[src/rtl/bus_cycle_ctrl_if.sv]
// Core-request and external-bus signals of the 8008-style bus cycle controller.
interface bus_cycle_ctrl_if #(
   parameter int AW = 14,
   parameter int DW = 8
);
   logic          req;
   logic [1:0]    cyc_type;
   logic [AW-1:0] addr;
   logic [DW-1:0] wdata;
   logic          long_cyc;
   logic          ready;
   logic [DW-1:0] bus_in;
   logic [DW-1:0] bus_out;
   logic          bus_oe;
   logic [2:0]    state_code;
   logic          busy;
   logic [DW-1:0] rdata;
   logic          done;
   logic          err;

   modport master (
      output req, cyc_type, addr, wdata, long_cyc, ready, bus_in,
      input  bus_out, bus_oe, state_code, busy, rdata, done, err
   );

   modport slave (
      input  req, cyc_type, addr, wdata, long_cyc, ready, bus_in,
      output bus_out, bus_oe, state_code, busy, rdata, done, err
   );
endinterface

[src/rtl/bus_cycle_ctrl.sv]
// T-state sequencer multiplexing one 8008-style core transfer onto the shared 8-bit bus.
// Define BUS_WAIT_TIMEOUT_EN to build the WAIT timeout abort and sticky err flag.
module bus_cycle_ctrl #(
   parameter int AW      = 14,
   parameter int DW      = 8,
   parameter int TIMEOUT = 16
) (
   input logic             clock,
   input logic             reset_L,
   bus_cycle_ctrl_if.slave bus
);

   // State values are the T-state codes, so state_code comes straight off the register.
   typedef enum logic [2:0] {
      S_IDLE = 3'b011,
      S_T1   = 3'b010,
      S_T2   = 3'b100,
      S_WAIT = 3'b000,
      S_T3   = 3'b001,
      S_T4   = 3'b111,
      S_T5   = 3'b101
   } state_t;

   state_t        state, state_nxt;
   logic [1:0]    type_q;
   logic [AW-1:0] addr_q;
   logic [DW-1:0] wdata_q;
   logic          long_q;
   logic [DW-1:0] bus_out_q, bus_out_nxt;
   logic          bus_oe_q, bus_oe_nxt;
   logic [DW-1:0] rdata_q;
   logic          done_q, done_nxt;
   logic          load, capture, is_write;

   if (AW != 14 || DW != 8 || TIMEOUT < 1) begin : g_bad_cfg
      $error("bus_cycle_ctrl: AW must be 14, DW must be 8 and TIMEOUT at least 1");
   end

`ifdef BUS_WAIT_TIMEOUT_EN
   localparam int CW = $clog2(TIMEOUT + 1);
   localparam logic [CW-1:0] WAIT_LAST = CW'(TIMEOUT - 1);

   logic [CW-1:0] wait_cnt;
   logic          err_q;
   logic          abort;
`endif

   assign is_write = (type_q == 2'b11);

   always_ff @(posedge clock or negedge reset_L) begin
      if (!reset_L) begin
         state <= S_IDLE;
      end else begin
         state <= state_nxt;
      end
   end

   always_comb begin
      state_nxt = state;
      load      = 1'b0;
      capture   = 1'b0;
      done_nxt  = 1'b0;
`ifdef BUS_WAIT_TIMEOUT_EN
      abort     = 1'b0;
`endif
      case (state)
         S_IDLE: begin
            if (bus.req) begin
               state_nxt = S_T1;
               load      = 1'b1;
            end
         end
         S_T1: state_nxt = S_T2;
         S_T2: state_nxt = bus.ready ? S_T3 : S_WAIT;
         S_WAIT: begin
            if (bus.ready) begin
               state_nxt = S_T3;
`ifdef BUS_WAIT_TIMEOUT_EN
            end else if (wait_cnt == WAIT_LAST) begin
               state_nxt = S_IDLE;
               abort     = 1'b1;
               done_nxt  = 1'b1;
`endif
            end
         end
         S_T3: begin
            capture = !is_write;
            if (long_q) begin
               state_nxt = S_T4;
            end else begin
               done_nxt = 1'b1;
               if (bus.req) begin
                  state_nxt = S_T1;
                  load      = 1'b1;
               end else begin
                  state_nxt = S_IDLE;
               end
            end
         end
         S_T4: state_nxt = S_T5;
         S_T5: begin
            done_nxt = 1'b1;
            if (bus.req) begin
               state_nxt = S_T1;
               load      = 1'b1;
            end else begin
               state_nxt = S_IDLE;
            end
         end
         default: state_nxt = S_IDLE;
      endcase
   end

   // Bus drive is decoded from the next state so bus_out/bus_oe leave a flop.
   // T1 is only ever entered on a load, so the low address comes from the live input.
   always_comb begin
      bus_oe_nxt  = 1'b0;
      bus_out_nxt = '0;
      case (state_nxt)
         S_T1: begin
            bus_oe_nxt  = 1'b1;
            bus_out_nxt = bus.addr[DW-1:0];
         end
         S_T2: begin
            bus_oe_nxt  = 1'b1;
            bus_out_nxt = {type_q, addr_q[AW-1:DW]};
         end
         S_T3: begin
            if (is_write) begin
               bus_oe_nxt  = 1'b1;
               bus_out_nxt = wdata_q;
            end
         end
         default: begin
            bus_oe_nxt  = 1'b0;
            bus_out_nxt = '0;
         end
      endcase
   end

   always_ff @(posedge clock or negedge reset_L) begin
      if (!reset_L) begin
         type_q    <= 2'b00;
         addr_q    <= '0;
         wdata_q   <= '0;
         long_q    <= 1'b0;
         bus_out_q <= '0;
         bus_oe_q  <= 1'b0;
         rdata_q   <= '0;
         done_q    <= 1'b0;
      end else begin
         bus_out_q <= bus_out_nxt;
         bus_oe_q  <= bus_oe_nxt;
         done_q    <= done_nxt;
         if (load) begin
            type_q  <= bus.cyc_type;
            addr_q  <= bus.addr;
            wdata_q <= bus.wdata;
            long_q  <= bus.long_cyc;
         end
         if (capture) begin
            rdata_q <= bus.bus_in;
         end
      end
   end

`ifdef BUS_WAIT_TIMEOUT_EN
   // Counter holds at zero outside WAIT, so it restarts on every WAIT entry.
   always_ff @(posedge clock or negedge reset_L) begin
      if (!reset_L) begin
         wait_cnt <= '0;
         err_q    <= 1'b0;
      end else begin
         if (state != S_WAIT) begin
            wait_cnt <= '0;
         end else begin
            wait_cnt <= wait_cnt + CW'(1);
         end
         if (abort) begin
            err_q <= 1'b1;
         end
      end
   end

   assign bus.err = err_q;
`else
   assign bus.err = 1'b0;
`endif

   assign bus.bus_out    = bus_out_q;
   assign bus.bus_oe     = bus_oe_q;
   assign bus.state_code = state;
   assign bus.busy       = (state != S_IDLE);
   assign bus.rdata      = rdata_q;
   assign bus.done       = done_q;

endmodule

[src/flat_wrapper.sv]
// flat-port wrapper written by rule: the top's interface ports become plain ports
module bus_cycle_ctrl_flat 
#(
   parameter int AW      = 14,
   parameter int DW      = 8,
   parameter int TIMEOUT = 16
)
  (clock, reset_L, bus_req, bus_cyc_type, bus_addr, bus_wdata, bus_long_cyc, bus_ready, bus_bus_in, bus_bus_out, bus_bus_oe, bus_state_code, bus_busy, bus_rdata, bus_done, bus_err);
  bus_cycle_ctrl_if #(.AW(AW), .DW(DW)) bus_i ();
  input logic clock;
  input logic reset_L;
  input wire logic [$bits(bus_i.req)-1:0] bus_req;
  input wire logic [$bits(bus_i.cyc_type)-1:0] bus_cyc_type;
  input wire logic [$bits(bus_i.addr)-1:0] bus_addr;
  input wire logic [$bits(bus_i.wdata)-1:0] bus_wdata;
  input wire logic [$bits(bus_i.long_cyc)-1:0] bus_long_cyc;
  input wire logic [$bits(bus_i.ready)-1:0] bus_ready;
  input wire logic [$bits(bus_i.bus_in)-1:0] bus_bus_in;
  output wire logic [$bits(bus_i.bus_out)-1:0] bus_bus_out;
  output wire logic [$bits(bus_i.bus_oe)-1:0] bus_bus_oe;
  output wire logic [$bits(bus_i.state_code)-1:0] bus_state_code;
  output wire logic [$bits(bus_i.busy)-1:0] bus_busy;
  output wire logic [$bits(bus_i.rdata)-1:0] bus_rdata;
  output wire logic [$bits(bus_i.done)-1:0] bus_done;
  output wire logic [$bits(bus_i.err)-1:0] bus_err;
  assign bus_i.req = bus_req;
  assign bus_i.cyc_type = bus_cyc_type;
  assign bus_i.addr = bus_addr;
  assign bus_i.wdata = bus_wdata;
  assign bus_i.long_cyc = bus_long_cyc;
  assign bus_i.ready = bus_ready;
  assign bus_i.bus_in = bus_bus_in;
  assign bus_bus_out = bus_i.bus_out;
  assign bus_bus_oe = bus_i.bus_oe;
  assign bus_state_code = bus_i.state_code;
  assign bus_busy = bus_i.busy;
  assign bus_rdata = bus_i.rdata;
  assign bus_done = bus_i.done;
  assign bus_err = bus_i.err;
  bus_cycle_ctrl #(.AW(AW), .DW(DW), .TIMEOUT(TIMEOUT)) u_core (.clock(clock), .reset_L(reset_L), .bus(bus_i));
endmodule
[config.mk]
export PLATFORM = sky130hd
export DESIGN_NAME = bus_cycle_ctrl_flat
export DESIGN_NICKNAME = d
export VERILOG_FILES = /design/src/rtl/bus_cycle_ctrl_if.sv /design/src/rtl/bus_cycle_ctrl.sv /design/src/flat_wrapper.sv
export SDC_FILE = /design/constraint.sdc
export NUM_CORES = 1
export LEC_CHECK = 0
export ABC_CLOCK_PERIOD_IN_PS = 3750
export CAP_MARGIN = 10
export CORE_AREA = 8 8 51 95
export CTS_CLUSTER_SIZE = 14
export DETAILED_ROUTE_END_ITERATION = 6
export DIE_AREA = 0 0 59 103
export PLACE_DENSITY_LB_ADDON = 0.05
export SYNTH_ARGS = -nofsm -noshare
export SYNTH_HDL_FRONTEND = slang
export SYNTH_SLANG_ARGS = --single-unit
[constraint.sdc]
create_clock -name clock -period 3.75 [get_ports clock]
set_input_delay 0.375 -clock clock [delete_from_list [all_inputs] [get_ports clock]]
set_output_delay 0.375 -clock clock [all_outputs]
set_load 0.02 [all_outputs]
# After elaboration in Yosys (flattened, before gate mapping)

Index checks and enable logic that the tools add are counted.

Register bits: 46
Bits of input ports: 37
Output and inout bits: 23
Logic and storage cells: 40

Eq/ne operators: 11
Multiplexer cells: 16
Reduce and logical (&&, ||, !) cells: 4

Operator list:

| cell                                                            | count |
|---|---|
| 8-bit case mux with 3 select lines                              | 1 |
| 3-bit case mux with 7 select lines                              | 1 |
| 3-bit == test, second input constant                            | 4 |
| 3-bit by 2-bit == test with 1-bit output, second input constant | 3 |
| 3-bit two-way mux                                               | 3 |
| 8-bit two-way mux                                               | 1 |
| 1-bit two-way mux                                               | 7 |
| 3-bit by 1-bit == test with 1-bit output, second input constant | 2 |
| 1-bit case mux with 2 select lines                              | 3 |
| 2-bit OR reduction                                              | 2 |
| 3-bit zero test                                                 | 1 |
| 3-bit by 2-bit != test with 1-bit output, second input constant | 1 |
| 2-bit == test, second input constant                            | 1 |
| 1-bit zero test                                                 | 1 |

# Longest topological paths before layout

Gate-level depths: netlist of the first run.

Word-level depth: 6
Depth in mapped cells: 5
Gate-level depth less buffers: 3

# Worst setup path after synthesis of the first run

OpenSTA, ideal clock, no wires.

Path type: register to register
Start point: register u_core.state[0], in the netlist u_core.bus.state_code[0]
End point: register u_core.rdata_q[0], in the netlist u_core.bus.rdata[0]
Setup time: 0.125 ns
Arrival: 1.767 ns
Required time: 3.625 ns
Path slack: 1.858 ns
Stages on the path, launching flop included: 5
Buffers on the path: 2
Clock period less this slack: 1.892 ns
Cells stage by stage: dfstp_2 -> clkbuf_1 -> or4b_1 -> buf_6 -> mux2_4

Longest elaborated chain between the ends: 2

Ends and longest elaborated chain:

| item                                     | RTL line              | source |
|---|---|---|
| start, declared                          | bus_cycle_ctrl.sv:24  | `state_t state, state_nxt;` |
| start signal, assigned                   | bus_cycle_ctrl.sv:54  | `state <= state_nxt;` |
| 3-bit by 1-bit == test with 1-bit output | bus_cycle_ctrl.sv:66  | `case (state)` |
| 1-bit two-way mux                        | bus_cycle_ctrl.sv:66  |  |
| end signal, assigned                     | bus_cycle_ctrl.sv:162 | `rdata_q <= bus.bus_in;` |
| end, declared                            | bus_cycle_ctrl.sv:31  | `logic [DW-1:0] rdata_q;` |

Every way passes these cells.
A chain may end at the register's enable or synchronous reset.

# Final worst setup path of the first run

Start point: register u_core.state[0], in the netlist u_core.bus.state_code[0]
End point: output bus_state_code[0]

RTL lines:

| item          | RTL line           | source |
|---|---|---|
| end, declared | flat_wrapper.sv:21 | `output wire logic [$bits(bus_i.state_code)-1:0] bus_state_code;` |

No word-level cell between the ends.

==> results.md, run 1 <==
- Core area: 3570 sq um
- Buffers plus inverters on the worst setup path: 1
- Min-Delay Path Class: input pin to asynchronous set/reset pin
- Levels on crit path: 1
- CTS Buffer Depth: 2
- Leak Pwr: 1.05 nW
- CP max stage delay: 0.64 ns
- Setup TNS: 0 ns
- Number of top-level pins: 60
- Async S/R FF share, synth: 100%
- Max FO, Critical Path: 10
- Clock Tree Root: clkbuf_8
- DRT Pass-1 Iters: 4
- WL/cell: 16.9 um
- Largest cells by area after synthesis: dfrtp_1 (55%), mux2_4 (17%), a221o_1 (5.5%)
- Fin. max-slew vios: 0
- Grt ovf: 0
- Clock-pin slew on the worst setup and hold paths: 0.07 ns
- Register area: 953 sq um
- Yosys warnings: 0
- Avg Vias per Cell: 4.95
- Final Hold Viols: 0
- Cell with the most instances after synthesis: dfrtp_1
- Clock buffer count from CTS: 5
- Commonest cells post-synth: dfrtp_1 (36), mux2_4 (19), a221o_1 (9), and3_1 (8), mux2_2 (6)
- Mapped Cells: 103
- Netlist cell types: 23
- Chip width: 59 um
- Mapped Nets: 140
- Critical path capture point type: output pin
- CP required: 3.38 ns
- Syn avg cell area: 15.9 sq um
- Setup Skew: 0.00237 ns
- DRC violations left: 0
- Cell Area, Synth: 1640 sq um
- #FFs+latches synth: 38
- Vias in the first global route: 1,211
- Fillcell total: 304
- Core Util, Final: 64.8%
- VDD IR max: 487 uV
- Initial Utilization: 46.0%
- Die area: 6080 sq um
- Detail Route Antenna Nets: 0
- Final WL: 3580 um
- Routability cong.: 0.671
- Status: finished, final reports clean
- Post-CTS Repair Setup Buffers: 0
- GR Util All Layers: 12.7%
- Fin area: 2310 sq um
- Sequential cell area fraction in the yosys report: 58.0%
- Area Overhead vs Synth: 40.7%
- Power per Cell Area: 878 nW/um^2
- Initial antenna violation count: 0
- Post-CTS Resized: 0
- First-pass GRT wire length: 5900 um
- CTS tree: built
- Min Tclk post-route: 1.93 ns
- Core Rows: 31
- Clk sinks: 38
- Post-synth EDFFs: 0
- Max Clock Freq: 518 MHz
- Layout cells sized above 1: 24.1%
- CP Data Arrival Time: 1.56 ns
- Slew @ Worst Pin: 0.975 ns
- Worst reg2reg path depth: 3
- Largest net degree at the start of global routing: 39
- Die span in y: 103 um
- Area leader, netlist: dfrtp_1
- Worst skew pair latency: 0.28 ns
- # port buffers: 58
- Max Cap Viol: 0
- Top cell type's share of synthesized area: 54.8%
- Fin crit share: 51.5%
- Worst Path Class, Setup: flip-flop to output pin
- Top delay family on crit path: buffers and inverters
- CP max-delay cell: clkdlybuf4s50_1
- Detail Placement HPWL: 2660 um
- Ys flop type: dfrtp_1
- CTS H-Tree Depth: 2
- Layout net count: 198
- Rel. slew slack: 34.9%
- CP Launch Type: flip-flop
- Critical Path, Cell by Cell: clkdlybuf4s50_1
- Power Total: 2.03 mW
- Unrepaired setup endpoints after global routing: no
- Placed cell area: 2200 sq um
- # diodes: 0
- Hold_buf cts: 0
- Area of the multi-input gates: 613 sq um
- Detailed-route via count: 1,045
- Setup Viol. Count Final: 0
- First DRT Iteration DRCs: 14
final timing paths:
check                                                   start                              end  slack [ns]
setup / recovery           u_core.bus.state_code[0]$_DFF_PN1_                bus_state_code[0]        1.82
hold / removal                                        reset_L  u_core.bus.rdata[7]$_DFFE_PN0P_        0.18
setup reg to reg                 u_core.type_q[0]$_DFFE_PN0P_  u_core.bus.rdata[5]$_DFFE_PN0P_        1.83
hold reg to reg                 u_core.wdata_q[4]$_DFFE_PN0P_    u_core.wdata_q[4]$_DFFE_PN0P_        0.51
max in group asynchronous                             reset_L  u_core.bus.bus_out[1]$_DFF_PN0_        3.06
min in group clock              u_core.wdata_q[4]$_DFFE_PN0P_    u_core.wdata_q[4]$_DFFE_PN0P_        0.51
cells by family after synthesis:
logic type             after synthesis  share of synthesized area, %
AO/OA/AOI/OAI                       11                          6.47
XOR/XNOR                             1                         0.533
buffers and inverters                7                          4.65
flip-flops                          38                          58.0
multiplexers                        25                          21.5
other                                1                         0.228
AND/OR/NAND/NOR                     20                          8.61
metal layers:
| metal | global-route usage, % | part of all wire, % |
|---|---|---|
| met1 | 13.2 | 37 |
| met2 | 22.3 | 53 |
| met3 | 4.88 | 8.9 |
| met4 | 5.01 | 1.7 |
| met5 | 0 | 0 |
worst reg2reg max path, cell delays in order (launching register included):
cell and delay, ns:
dfrtp_1 0.40, and2_1 0.26, or4b_1 0.76, mux2_4 0.39
where the power goes:
part	internal, mW	switching, mW	leakage (nW)
Combinational	0.552	0.388	0.534
Clock	0.196	0.141	0.0579
Sequential	0.630	0.125	0.459
registers in the layout (all words and copies together), names as in the netlist:
register / flops
u_core.wdata_q: 8
u_core.bus.rdata: 8
u_core.bus.bus_oe: 1
u_core.bus.state_code: 3
u_core.addr_q: 6
u_core.long_q: 1
u_core.type_q: 2
u_core.bus.done: 1
u_core.bus.bus_out: 8
cell usage in the layout, fill, tap and decap left out, types with 2 or more instances in the layout:
cell	n
dfrtp_1	36
mux2_2	6
nand2_1	3
a221o_1	9
clkbuf_8	5
clkdlybuf4s50_1	57
dfstp_2	2
mux2_4	19
nor3b_1	2
clkinv_2	2
and3_1	8
per-stage QoR:
stage / cells / hold WS [ns] / setup slack (ns)
after floorplan: 103 / 0.0794 / 1.86
after detailed placement: 203 / 0.485 / 1.69
after global routing: 211 / 0.245 / 1.73
final: 211 / 0.178 / 1.82
after global placement: 203 / 0.487 / 1.69
after CTS: 211 / 0.215 / 1.80
final cells by class:
class                           count  share of cell area [%]
Clock buffer                        5                    2.98
Timing Repair Buffer               58                    24.9
Multi-Input combinational cell     58                    26.5
Clock inverter                      3                    1.73
Tap cell                           49                    2.65
Sequential cell                    38                    41.2
Power figures use the tool's default switching activity.
==> inputs of run 2 (changes only) <==
- ABC_CLOCK_PERIOD_IN_PS: 3750 -> 1600
- CORE_AREA: 8 8 51 95 -> 8 8 55 103
- DIE_AREA: 0 0 59 103 -> 0 0 63 111
- clock period: 3.75 -> 1.6 ns (I/O delays scaled with it)
==> run 2 against run 1 <==
Net effect: the flow now finishes with violations (setup timing); clock power increased by 97%; wire length increased by 20%; design area increased by 6.6%; sequential power increased by 130%; clock skew increased by 0.0041 ns; worst setup slack got worse by 1.8 ns; combinational power increased to 2.8 times the previous value; critical path depth increased by 1; power increased by 150%; non-clock buffer count increased by 16; register-to-register slack got worse by 1.8 ns; critical path type is now flip-flop to flip-flop; largest cell class unchanged; highest routed layer unchanged.
==> results.md, run 2 (synthesis gave the netlist of run 1 again) <==
- Commonest non-fill, non-tap cell in the layout: clkdlybuf4s50_1
- Commonest non-fill, non-tap cells in the layout: clkdlybuf4s50_1 (53), dfrtp_1 (35), mux2_4 (19)
- Worst reg2reg path depth: 2
- Worst r2r src: u_core.bus.state_code[0]$_DFF_PN1_
- Final WL: 4310 um
- R2R setup slack: -0.005 ns
- CTS tree: built
- Max Clock Freq: 623 MHz
- Detailed-route via count: 1,142
- Crit path launch: u_core.bus.state_code[0]$_DFF_PN1_
- Placed cell area: 2310 sq um
- Die span in y: 111 um
- GR Util All Layers: 12.4%
- Core area: 4300 sq um
- Fin cells: 234
- Min-Delay Path Class: input pin to asynchronous set/reset pin
- Layout net count: 216
- Max FO, Critical Path: 8
- Fin. max-slew vios: 0
- Routability cong.: 0.741
- Area Overhead vs Synth: 50.0%
- CTS Buffer Depth: 2
- Clock buffer count from CTS: 5
- CTS H-Tree Depth: 2
- Core Rows: 34
- Critical path capture point type: flip-flop
- CP required: 1.77 ns
- Initial Utilization: 38.2%
- Largest net degree at the start of global routing: 39
- Fin area: 2460 sq um
- Vias in the first global route: 1,384
- Worst Path Class, Setup: flip-flop to flip-flop
- First-pass GRT wire length: 6990 um
- Min Tclk post-route: 1.61 ns
- Avg Vias per Cell: 4.88
- Detail Placement HPWL: 2990 um
- VDD IR max: 975 uV
- Layout cells sized above 1: 33.9%
- WL/cell: 18.4 um
- Clock Tree Root: clkbuf_8
- DRC violations left: 0
- Power Total: 5.05 mW
- Grt ovf: 0
- CP Launch Type: flip-flop
- CP Data Arrival Time: 1.77 ns
- Unrepaired setup endpoints after global routing: yes
- Post-route setup slack: -0.00533 ns
- Leak Pwr: 1.14 nW
- First DRT Iteration DRCs: 14
- Fin crit share: 100%
- Status: complete, but fails checks
- Setup crit end: u_core.bus.rdata[1]$_DFFE_PN0P_
- Fillcell total: 372
- Clock-pin slew on the worst setup and hold paths: 0.07 ns
- Setup Viol. Count Final: 4
- Clk sinks: 38
- Power per Cell Area: 2050 nW/um^2
- Placed cell count: 221
- Failing checks: setup timing
- Final Hold Viols: 0
- Detail Route Antenna Nets: 0
- Max Cap Viol: 0
- Setup Skew: 0.00648 ns
- # port buffers: 58
- Number of top-level pins: 60
- DRT Pass-1 Iters: 4
- Chip width: 63 um
- Die area: 6990 sq um
- Worst skew pair latency: 0.28 ns
- Reg2reg end: u_core.bus.rdata[1]$_DFFE_PN0P_
- Initial antenna violation count: 0
- # diodes: 0
- Core Util, Final: 57.4%
==> run 2: layout make-up <==
| cell class | count | area, sq um | area share [%] |
|---|---|---|---|
| Clock inverter | 1 | 5.00 | 0.203 |
| Clock buffer | 7 | 86.3 | 3.50 |
| Sequential cell | 38 | 955 | 38.7 |
| Multi-Input combinational cell | 60 | 662 | 26.9 |
| Timing Repair Buffer | 74 | 689 | 28.0 |
| Tap cell | 54 | 67.6 | 2.74 |
==> run 2: what timing repair did <==
action,4_1_cts,5_1_grt
resized for setup,9,6
setup buffers,3,0
hold endpoints to repair,36,0
endpoints found under the setup margin,38,23
cloned,1,1
hold buffers,1,0
pin swaps,1,2
==> run 2: worst min path at each step <==
stage / from / endpoint / cells past startpoint
floorplan: reset_L / u_core.addr_q[10]$_DFFE_PN0P_ / 0
global placement: reset_L / u_core.bus.rdata[7]$_DFFE_PN0P_ / 2
CTS: reset_L / u_core.bus.rdata[2]$_DFFE_PN0P_ / 3
detailed placement: reset_L / u_core.bus.rdata[2]$_DFFE_PN0P_ / 2
global route: reset_L / u_core.bus.rdata[7]$_DFFE_PN0P_ / 3
finish: reset_L / u_core.bus.rdata[7]$_DFFE_PN0P_ / 3
==> run 2: routing by layer <==
metal  wire length, um  vias to the layer above  GRT usage, %
li1                  -                      534             -
met2              2390                       48          23.0
met5                 0                        -             0
met1              1630                      555          12.2
met4                56                        0          4.60
met3               229                        5          3.85
==> run 2: power breakdown <==
part           internal, mW  switching [mW]
clock                 0.347           0.316
sequential             1.48           0.276
combinational          1.53            1.10
==> run 2: metrics by stage <==
stage / setup WS (ns) / TNS (ns) / hold slack [ns]
after floorplan: -0.158 / -3.68 / -0.136
after global placement: -0.329 / -4.23 / 0.234
after detailed placement: -0.381 / -4.80 / 0.237
after CTS: -0.0136 / -0.0842 / 0.461
after global routing: -0.0347 / -0.238 / 0.488
final: -0.00533 / -0.00915 / 0.453
==> run 2: worst max-delay path, cell delays in order, from the launching register on <==
cell and delay [ns]:
dfstp_2 0.57, or4b_4 0.58, mux2_4 0.33
==> inputs of run 3 (changes only) <==
--- a/config.mk
+++ b/config.mk
@@ -14,2 +14,3 @@
 export PLACE_DENSITY_LB_ADDON = 0.05
+export SKIP_CTS_REPAIR_TIMING = 1
 export SYNTH_ARGS = -nofsm -noshare
==> constraint.sdc (replaced) <==
create_clock -name clock -period 1.6 [get_ports clock]
set_input_delay 0.24 -clock clock [delete_from_list [all_inputs] [get_ports clock]]
set_output_delay 0.24 -clock clock [all_outputs]
set_load 0.02 [all_outputs]
==> run 3 against run 2 <==
Net effect: the flow still finishes with violations (setup timing); wire length is 1.5% higher; combinational power hardly changed; global-route usage down 0.28 points; clock skew barely moved; via count is 0.18% lower; sequential share of layout area grew 0.098 points; worst setup slack worse by 0.031 ns; die area did not move; critical path type unchanged; critical endpoint is now u_core.bus.rdata[7]$_DFFE_PN0P_; largest cell class unchanged; highest routed layer unchanged.
==> results.md, run 3 (synthesis gave the netlist of run 1 again) <==
- Setup Viol. Count Final: 14
- CP Data Arrival Time: 1.81 ns
- # diodes: 0
- Die area: 6990 sq um
- CP Launch Type: flip-flop
- R2R setup slack: -0.04 ns
- Max Cap Viol: 0
- Pre-CTS setup slack: -0.442 ns
- Worst reg2reg path depth: 3
- Worst skew pair latency: 0.29 ns
- Avg Vias per Cell: 4.89
- CP max stage delay: 0.58 ns
- Largest net degree at the start of global routing: 39
- Initial antenna violation count: 0
- Vias in the first global route: 1,324
- CP max-delay cell: dfstp_2
- Critical Path, Cell by Cell: or4b_1 -> buf_6 -> mux2_4
- Max Clock Freq: 611 MHz
- WL/cell: 18.8 um
- Fin cells: 233
- Core Rows: 34
- First-pass GRT wire length: 6820 um
- Reg2reg end: u_core.bus.rdata[7]$_DFFE_PN0P_
- Routability cong.: 0.762
- Fin crit share: 102%
- Die span in y: 111 um
- Number of top-level pins: 60
- Clock buffer count from CTS: 5
- Critical path capture point type: flip-flop
- Worst Path Class, Setup: flip-flop to flip-flop
- Status: complete, but fails checks
- CTS H-Tree Depth: 2
- GR Util All Layers: 12.1%
- DRC violations left: 0
- CTS Buffer Depth: 2
- Worst r2r src: u_core.bus.state_code[0]$_DFF_PN1_
- Commonest non-fill, non-tap cell in the layout: clkdlybuf4s50_1
- Final Hold Viols: 0
- Min Tclk post-route: 1.64 ns
- Rel. slew slack: 59.6%
- Max FO, Critical Path: 8
- Commonest non-fill, non-tap cells in the layout: clkdlybuf4s50_1 (53), dfrtp_1 (35), mux2_4 (19)
- Fin area: 2460 sq um
- Final WL: 4370 um
- CTS tree: built
- Post-route setup slack: -0.0362 ns
- Layout cells sized above 1: 31.8%
- Area Overhead vs Synth: 49.7%
- Detail Placement HPWL: 3040 um
- Slew @ Worst Pin: 0.604 ns
- VDD IR max: 1170 uV
- Hold Slack: 0.00545 ns
- Initial Utilization: 38.2%
- Min-Delay Path Class: input pin to asynchronous set/reset pin
- DRT Pass-1 Iters: 4
- First DRT Iteration DRCs: 36
- Detail Route Antenna Nets: 0
- Leak Pwr: 1.16 nW
- Setup TNS: -0.369 ns
- Clk sinks: 38
- Core area: 4300 sq um
- Fin. max-slew vios: 0
- CP required: 1.77 ns
- Chip width: 63 um
- Failing checks: setup timing
- Clock-pin slew on the worst setup and hold paths: 0.08 ns
- Placed cell area: 2310 sq um
- Clock Tree Root: clkbuf_8
- # port buffers: 58
- Detailed-route via count: 1,140
- Setup Skew: 0.00609 ns
- Grt ovf: 0
- Power per Cell Area: 2050 nW/um^2
- Placed cell count: 221
- Layout net count: 215
- Unrepaired setup endpoints after global routing: yes
==> run 3: worst max-delay path by stage <==
stage	from	endpoint	cells past startpoint
2_1_floorplan	u_core.bus.state_code[0]$_DFF_PN1_	u_core.bus.rdata[0]$_DFFE_PN0P_	4
3_3_place_gp	bus_ready	u_core.bus.bus_out[7]$_DFF_PN0_	4
3_5_place_dp	bus_ready	u_core.bus.bus_out[6]$_DFF_PN0_	4
4_1_cts	u_core.bus.state_code[0]$_DFF_PN1_	bus_busy	3
5_1_grt	u_core.bus.state_code[0]$_DFF_PN1_	u_core.bus.rdata[5]$_DFFE_PN0P_	3
6_report	u_core.bus.state_code[0]$_DFF_PN1_	u_core.bus.rdata[7]$_DFFE_PN0P_	3
==> run 3: final cells by class <==
cell class | count | area (sq um)
tap | 54 | 67.6
clock buffer | 7 | 86.3
fill | 369 | 1840
timing repair buffer | 74 | 709
sequential | 38 | 955
clock inverter | 1 | 5.00
multi-input combinational | 59 | 636
==> run 3: critical path: cells and delay by family, from the launching register on <==
kind	cells	cell delay, ns
DFF	1	0.58
and+or+nand+nor	1	0.47
muxes	1	0.30
buffers and inverters	1	0.17
==> run 3: report_power, final <==
group / switching, mW / internal, mW / leakage, nW
Sequential: 0.280 / 1.48 / 0.458
Combinational: 1.08 / 1.54 / 0.657
Clock: 0.326 / 0.348 / 0.0482
==> run 3: per-stage QoR <==
stage               total power [mW]  util [%]
floorplan                       3.28         -
global placement                4.23      53.7
detailed placement              4.29      53.7
CTS                             4.98      55.9
global route                    5.34      57.2
finish                          5.05      57.2
==> run 3: routing by layer <==
layer / global-route usage, % / share of wire [%] / routed length (um) / vias to the layer above
li1: - / - / - / 529
met2: 21.2 / 54 / 2360 / 47
met5: 0 / 0 / 0 / -
met1: 13.2 / 39 / 1680 / 558
met4: 4.14 / 1.7 / 76 / 0
met3: 3.74 / 5.7 / 249 / 6
